==> config.mk <==
export PLATFORM = sky130hd
export DESIGN_NAME = mem_arb_flat
export DESIGN_NICKNAME = d
export VERILOG_FILES = /design/src/rtl/mem_arb_if.sv /design/src/rtl/mem_arb.sv /design/src/flat_wrapper.sv
export SDC_FILE = /design/constraint.sdc
export NUM_CORES = 1
export LEC_CHECK = 0
export ABC_AREA = 1
export ABC_CLOCK_PERIOD_IN_PS = 1900
export CAP_MARGIN = 15
export CORE_AREA = 2 2 213 215
export CTS_BUF_LIST = sky130_fd_sc_hd__clkbuf_4
export DETAILED_ROUTE_END_ITERATION = 10
export DIE_AREA = 0 0 215 217
export PLACE_DENSITY = 0.4
export SYNTH_ARGS = -nofsm -noshare
export SYNTH_HDL_FRONTEND = slang
export SYNTH_SLANG_ARGS = --single-unit
==> constraint.sdc <==
create_clock -name clk -period 1.9 [get_ports clk]
set_clock_uncertainty 0.05 [all_clocks]
set_input_delay 0.19 -clock clk [delete_from_list [all_inputs] [get_ports clk]]
set_output_delay 0.19 -clock clk [all_outputs]
set_load 0.02 [all_outputs]
==> src/rtl/mem_arb_if.sv <==
// mem_arb_if: fetch, load/store and downstream memory bus signals of the arbiter.
interface mem_arb_if;
    logic        ifu_req;
    logic [63:0] ifu_addr;
    logic        ifu_gnt;
    logic        ifu_rvalid;
    logic [63:0] ifu_rdata;
    logic        lsu_req;
    logic        lsu_we;
    logic [63:0] lsu_addr;
    logic [63:0] lsu_wdata;
    logic [7:0]  lsu_wmask;
    logic        lsu_gnt;
    logic        lsu_rvalid;
    logic [63:0] lsu_rdata;
    logic        flush;
    logic        mem_valid;
    logic        mem_we;
    logic [63:0] mem_addr;
    logic [63:0] mem_wdata;
    logic [7:0]  mem_wmask;
    logic        mem_ready;
    logic        mem_rvalid;
    logic [63:0] mem_rdata;
    logic        busy;

    modport master (
        input  ifu_req, ifu_addr, lsu_req, lsu_we, lsu_addr, lsu_wdata, lsu_wmask,
               flush, mem_ready, mem_rvalid, mem_rdata,
        output ifu_gnt, ifu_rvalid, ifu_rdata, lsu_gnt, lsu_rvalid, lsu_rdata,
               mem_valid, mem_we, mem_addr, mem_wdata, mem_wmask, busy
    );

    modport slave (
        output ifu_req, ifu_addr, lsu_req, lsu_we, lsu_addr, lsu_wdata, lsu_wmask,
               flush, mem_ready, mem_rvalid, mem_rdata,
        input  ifu_gnt, ifu_rvalid, ifu_rdata, lsu_gnt, lsu_rvalid, lsu_rdata,
               mem_valid, mem_we, mem_addr, mem_wdata, mem_wmask, busy
    );
endinterface

==> src/rtl/mem_arb.sv <==
// mem_arb: single-outstanding arbiter of IFU fetches and LSU loads/stores onto one memory port.
module mem_arb (
    input logic       clk,
    input logic       rst_n,
    mem_arb_if.master bus
);
    typedef enum logic [1:0] {IDLE, REQ, RESP} state_t;

    state_t      state, state_nxt;
    logic [1:0]  starve;
    logic        owner_lsu, discard, g_ifu, g_lsu, done;
    logic        we_q;
    logic [63:0] addr_q, wdata_q;
    logic [7:0]  wmask_q;

    // LSU wins unless the IFU has been passed over twice and can legally be granted now
    always_comb begin
        g_lsu = state == IDLE && bus.lsu_req && !(starve == 2'd2 && bus.ifu_req && !bus.flush);
        g_ifu = state == IDLE && bus.ifu_req && !bus.flush && !g_lsu;
        done = ((state == REQ && bus.mem_ready) || state == RESP) && bus.mem_rvalid;
        state_nxt = state == IDLE ? ((g_lsu || g_ifu) ? REQ : IDLE) :
                    done ? IDLE :
                    (state == REQ && bus.mem_ready) ? RESP : state;
    end

    always_ff @(posedge clk or negedge rst_n) begin
        if (!rst_n) state <= IDLE;
        else state <= state_nxt;
    end

    always_ff @(posedge clk or negedge rst_n) begin
        if (!rst_n) begin
            starve    <= '0;
            owner_lsu <= 1'b0;
            discard   <= 1'b0;
            we_q      <= 1'b0;
            addr_q    <= '0;
            wdata_q   <= '0;
            wmask_q   <= '0;
        end else begin
            discard <= state_nxt != IDLE && (discard || (state != IDLE && bus.flush && !owner_lsu));
            if (g_ifu || g_lsu) begin
                owner_lsu <= g_lsu;
                addr_q    <= g_lsu ? bus.lsu_addr : bus.ifu_addr;
                we_q      <= g_lsu && bus.lsu_we;
                wdata_q   <= g_lsu ? bus.lsu_wdata : '0;
                wmask_q   <= g_lsu ? bus.lsu_wmask : '0;
            end
            if (g_ifu) starve <= '0;
            else if (g_lsu && bus.ifu_req && starve != 2'd2) starve <= starve + 2'd1;
        end
    end

    assign bus.ifu_gnt    = g_ifu;
    assign bus.lsu_gnt    = g_lsu;
    assign bus.busy       = state != IDLE;
    assign bus.mem_valid  = state == REQ;
    assign bus.mem_we     = we_q;
    assign bus.mem_addr   = addr_q;
    assign bus.mem_wdata  = wdata_q;
    assign bus.mem_wmask  = wmask_q;
    assign bus.lsu_rvalid = done && owner_lsu;
    assign bus.ifu_rvalid = done && !owner_lsu && !discard && !bus.flush;
    assign bus.lsu_rdata  = bus.mem_rdata;
    assign bus.ifu_rdata  = bus.mem_rdata;
endmodule

==> src/flat_wrapper.sv <==
// flat-port wrapper written by rule: the top's interface ports become plain ports
module mem_arb_flat 
  (clk, rst_n, bus_ifu_req, bus_ifu_addr, bus_lsu_req, bus_lsu_we, bus_lsu_addr, bus_lsu_wdata, bus_lsu_wmask, bus_flush, bus_mem_ready, bus_mem_rvalid, bus_mem_rdata, bus_ifu_gnt, bus_ifu_rvalid, bus_ifu_rdata, bus_lsu_gnt, bus_lsu_rvalid, bus_lsu_rdata, bus_mem_valid, bus_mem_we, bus_mem_addr, bus_mem_wdata, bus_mem_wmask, bus_busy);
  mem_arb_if bus_i ();
  input logic clk;
  input logic rst_n;
  input wire logic [$bits(bus_i.ifu_req)-1:0] bus_ifu_req;
  input wire logic [$bits(bus_i.ifu_addr)-1:0] bus_ifu_addr;
  input wire logic [$bits(bus_i.lsu_req)-1:0] bus_lsu_req;
  input wire logic [$bits(bus_i.lsu_we)-1:0] bus_lsu_we;
  input wire logic [$bits(bus_i.lsu_addr)-1:0] bus_lsu_addr;
  input wire logic [$bits(bus_i.lsu_wdata)-1:0] bus_lsu_wdata;
  input wire logic [$bits(bus_i.lsu_wmask)-1:0] bus_lsu_wmask;
  input wire logic [$bits(bus_i.flush)-1:0] bus_flush;
  input wire logic [$bits(bus_i.mem_ready)-1:0] bus_mem_ready;
  input wire logic [$bits(bus_i.mem_rvalid)-1:0] bus_mem_rvalid;
  input wire logic [$bits(bus_i.mem_rdata)-1:0] bus_mem_rdata;
  output wire logic [$bits(bus_i.ifu_gnt)-1:0] bus_ifu_gnt;
  output wire logic [$bits(bus_i.ifu_rvalid)-1:0] bus_ifu_rvalid;
  output wire logic [$bits(bus_i.ifu_rdata)-1:0] bus_ifu_rdata;
  output wire logic [$bits(bus_i.lsu_gnt)-1:0] bus_lsu_gnt;
  output wire logic [$bits(bus_i.lsu_rvalid)-1:0] bus_lsu_rvalid;
  output wire logic [$bits(bus_i.lsu_rdata)-1:0] bus_lsu_rdata;
  output wire logic [$bits(bus_i.mem_valid)-1:0] bus_mem_valid;
  output wire logic [$bits(bus_i.mem_we)-1:0] bus_mem_we;
  output wire logic [$bits(bus_i.mem_addr)-1:0] bus_mem_addr;
  output wire logic [$bits(bus_i.mem_wdata)-1:0] bus_mem_wdata;
  output wire logic [$bits(bus_i.mem_wmask)-1:0] bus_mem_wmask;
  output wire logic [$bits(bus_i.busy)-1:0] bus_busy;
  assign bus_i.ifu_req = bus_ifu_req;
  assign bus_i.ifu_addr = bus_ifu_addr;
  assign bus_i.lsu_req = bus_lsu_req;
  assign bus_i.lsu_we = bus_lsu_we;
  assign bus_i.lsu_addr = bus_lsu_addr;
  assign bus_i.lsu_wdata = bus_lsu_wdata;
  assign bus_i.lsu_wmask = bus_lsu_wmask;
  assign bus_i.flush = bus_flush;
  assign bus_i.mem_ready = bus_mem_ready;
  assign bus_i.mem_rvalid = bus_mem_rvalid;
  assign bus_i.mem_rdata = bus_mem_rdata;
  assign bus_ifu_gnt = bus_i.ifu_gnt;
  assign bus_ifu_rvalid = bus_i.ifu_rvalid;
  assign bus_ifu_rdata = bus_i.ifu_rdata;
  assign bus_lsu_gnt = bus_i.lsu_gnt;
  assign bus_lsu_rvalid = bus_i.lsu_rvalid;
  assign bus_lsu_rdata = bus_i.lsu_rdata;
  assign bus_mem_valid = bus_i.mem_valid;
  assign bus_mem_we = bus_i.mem_we;
  assign bus_mem_addr = bus_i.mem_addr;
  assign bus_mem_wdata = bus_i.mem_wdata;
  assign bus_mem_wmask = bus_i.mem_wmask;
  assign bus_busy = bus_i.busy;
  mem_arb u_core (.clk(clk), .rst_n(rst_n), .bus(bus_i));
endmodule
==> results.toml <==
[setup_path]
arrival_ns = 1.78
r2r.worst_path.cells = 10
r2r_slack_ns = 0.09
worstReg2RegStart = "u_core.state[0]"
r2r-end = "u_core.bus.mem_addr[19]"
crit_type = "reg2out"
cp-end-kind = "output port"
cp_max_fo = 3
worstSetupStartpointType = "flop"
cp.required_ns = 1.66

[die]
dieArea_um2 = 46660
die_height_um = 217
start_util_pct = 15.98
num_io_pins = 543
core-area_um2 = 44700
fp-row-count = 78
die_x_um = 215

[outcome]
outcome = "finished, violations left"
violations = "setup timing"

[pwr]
power.switching_mw = 7.161
combPwrFrac_pct = 53.3
power_density_nw_per_um2 = 1331
swShare_pct = 43.58
clkPwrFrac_pct = 15.6
ir_drop_v = 0.0004581
pwr-share-seq_pct = 31.1
p_leak_nw = 5.833
internal_power_mw = 9.270

[hold_path]
worstHoldPathCells = 3
hold_path.class = "in2reg"
min_to = "u_core.bus.mem_addr[58]"
min_from = "bus_lsu_addr[58]"

[yosys]
synth-warning-count = 0
yosysSeqAreaShare_pct = 50.11
syn_area_um2 = 7141
avgSynthCellArea_um2 = 8.450
synth_area_leaders = "dfrtp_1 50%, nand3_1 19%, buf_4 14%"
synth_top_area_cell = "dfrtp_1"
synth_top_area_share_pct = 50.11
synth_seq_cells = 143
synth_fp_nets = 1118
synthCells = 845
synthDistinctLibCells = 19

[job]
max-cap-violations = 0

[route]
via_per_inst = 3.903
drt_first_pass_iters = 4
wl_per_cell_um = 16.67
vias = 7049
drc = 0
drt_iter0_markers = 398
wl_um = 30110
ant_nets = 0

[clock_network]
clock_sinks = 143
htree_levels = 4
cts-root-buf = "clkbuf_4"
worstSkewPairLatency_ns = 0.61
cts_max_path_buffers = 2
tritoncts.num_buffers = 17
cts.clk_slew.worst_paths_ns = 0.13
cts_tree = "built"

[global_routing]
grt_pass1_vias = 7057
antenna_found_initial = 1
gr-total-overflow = 0
grt_start_max_net_pins = 79
grt_pass1_wl_um = 41690
track_usage_pct = 11.65

[sta]
maxSlewViolCount = 0
hold-worst-slack_ns = 0.09684
relSlewSlack_pct = 69.88
final.min_clock_period_ns = 2.020
timing.final.ws_setup_ns = -0.1199
finalSetupViolCount = 4
rsz0062_at_grt = "yes"
fmax_mhz = 495.1
hold_viol_final = 0
finalCritPeriodShare_pct = 106.3
worst_pin_slew_ns = 0.4518

[layout]
layout_common_cells = "268 x nand3_1, 214 x nand2_1, 206 x clkdlybuf4s50_1"
layout-drive-gt1-share_pct = 9.129
nNetsFinal = 1466
final_common_cell = "nand3_1"
area_growth_syn_to_layout_pct = 72.93

[place]
hpwl_um = 18990
post-place-ws_ns = -0.2047
port_buffers = 350
place_congestion = 0.7319
-- timing repair --
action,4_1_cts,5_1_grt
resized for setup,189,21
buffers inserted,4,3
pin swaps,3,3
setup endpoints to repair,143,143
gates cloned,0,11
hold buffers,116,0
hold endpoints to repair,243,0
-- metal layers --
layer  wire, um  vias to the layer above  GRT usage (%)
li1           -                     3347              -
met4        847                        0          5.126
met3       2029                       61          3.927
met2      15110                      296          19.80
met1      12120                     3345          13.33
met5          0                        -              0
-- per-stage QoR --
stage / util (%) / cell area (um2) / instances / setup TNS, ns / power, mW
after global routing: 27.63 / 12350 / 1806 / -1.039 / 17.61
after CTS: 26.80 / 11980 / 1791 / -0.6811 / 16.01
after global placement: 23.51 / 10510 / 1640 / -11.29 / 13.88
after detailed placement: 23.51 / 10510 / 1640 / -12.55 / 13.90
after floorplan: - / 7141 / 845 / 0 / 9.818
final: 27.63 / 12350 / 1806 / -0.3472 / 16.43
-- flip-flops by register name, indices dropped and copies added, names as in the netlist --
name,count
u_core.bus.mem_addr,64
u_core.bus.mem_wdata,64
u_core.starve,2
u_core.owner_lsu,1
u_core.discard,1
u_core.bus.mem_wmask,8
u_core.state,2
u_core.bus.mem_we,1
-- worst max-delay path: stages (launching register included) --
cell     delay, ns
dfrtp_1       0.41
buf_6         0.12
nor2_4        0.17
nand3_4       0.13
buf_12        0.15
inv_8         0.07
buf_6         0.11
-- power by group through the flow --
stage | sequential (mW) | clock [mW] | combinational (mW)
2_1_floorplan | 6.76 | 0 | 3.06
4_1_cts | 5.12 | 2.72 | 8.18
5_1_grt | 5.29 | 2.85 | 9.47
3_5_place_dp | 5.20 | 0 | 8.69
6_report | 5.11 | 2.56 | 8.76
3_3_place_gp | 5.18 | 0 | 8.70
-- area by class of cell --
cell class | count | area [um2]
clock buffer | 17 | 127.6
inverter | 10 | 45.04
fill | 4907 | 32350
sequential | 143 | 3580
multi-input combinational | 505 | 2351
clock inverter | 14 | 229.0
antenna | 1 | 2.502
timing repair buffer | 516 | 5263
tap | 600 | 750.7
-- cells in the mapped netlist (all sizes together) --
master and number:
nand3 272, nor2 7, o21ai 1, or2 1
dfrtp 143, nand4 1, a31oi 1, clkbuf 4
a21oi 2, inv 10, nor3 1, ha 1
buf 183, nand2 218
-- kinds of logic after synthesis --
family | count (synthesis) | share of synthesized area, %
adders and majority gates | 1 | 0.1752
DFF | 143 | 50.11
buffers and inverters | 197 | 18.17
AOI/OAI and AO/OA | 4 | 0.2979
and+or+nand+nor | 500 | 31.24
-- worst max path at each step --
stage,startpoint,to,cells past startpoint
3_3_place_gp,bus_flush,bus_ifu_gnt,7
3_5_place_dp,bus_flush,bus_ifu_gnt,7
4_1_cts,u_core.state[0],bus_ifu_gnt,6
5_1_grt,u_core.state[0],bus_lsu_gnt,6
2_1_floorplan,u_core.state[0],bus_ifu_rvalid,4
6_report,u_core.state[0],bus_lsu_gnt,6
Note: power is estimated with default switching activity, not from simulation.
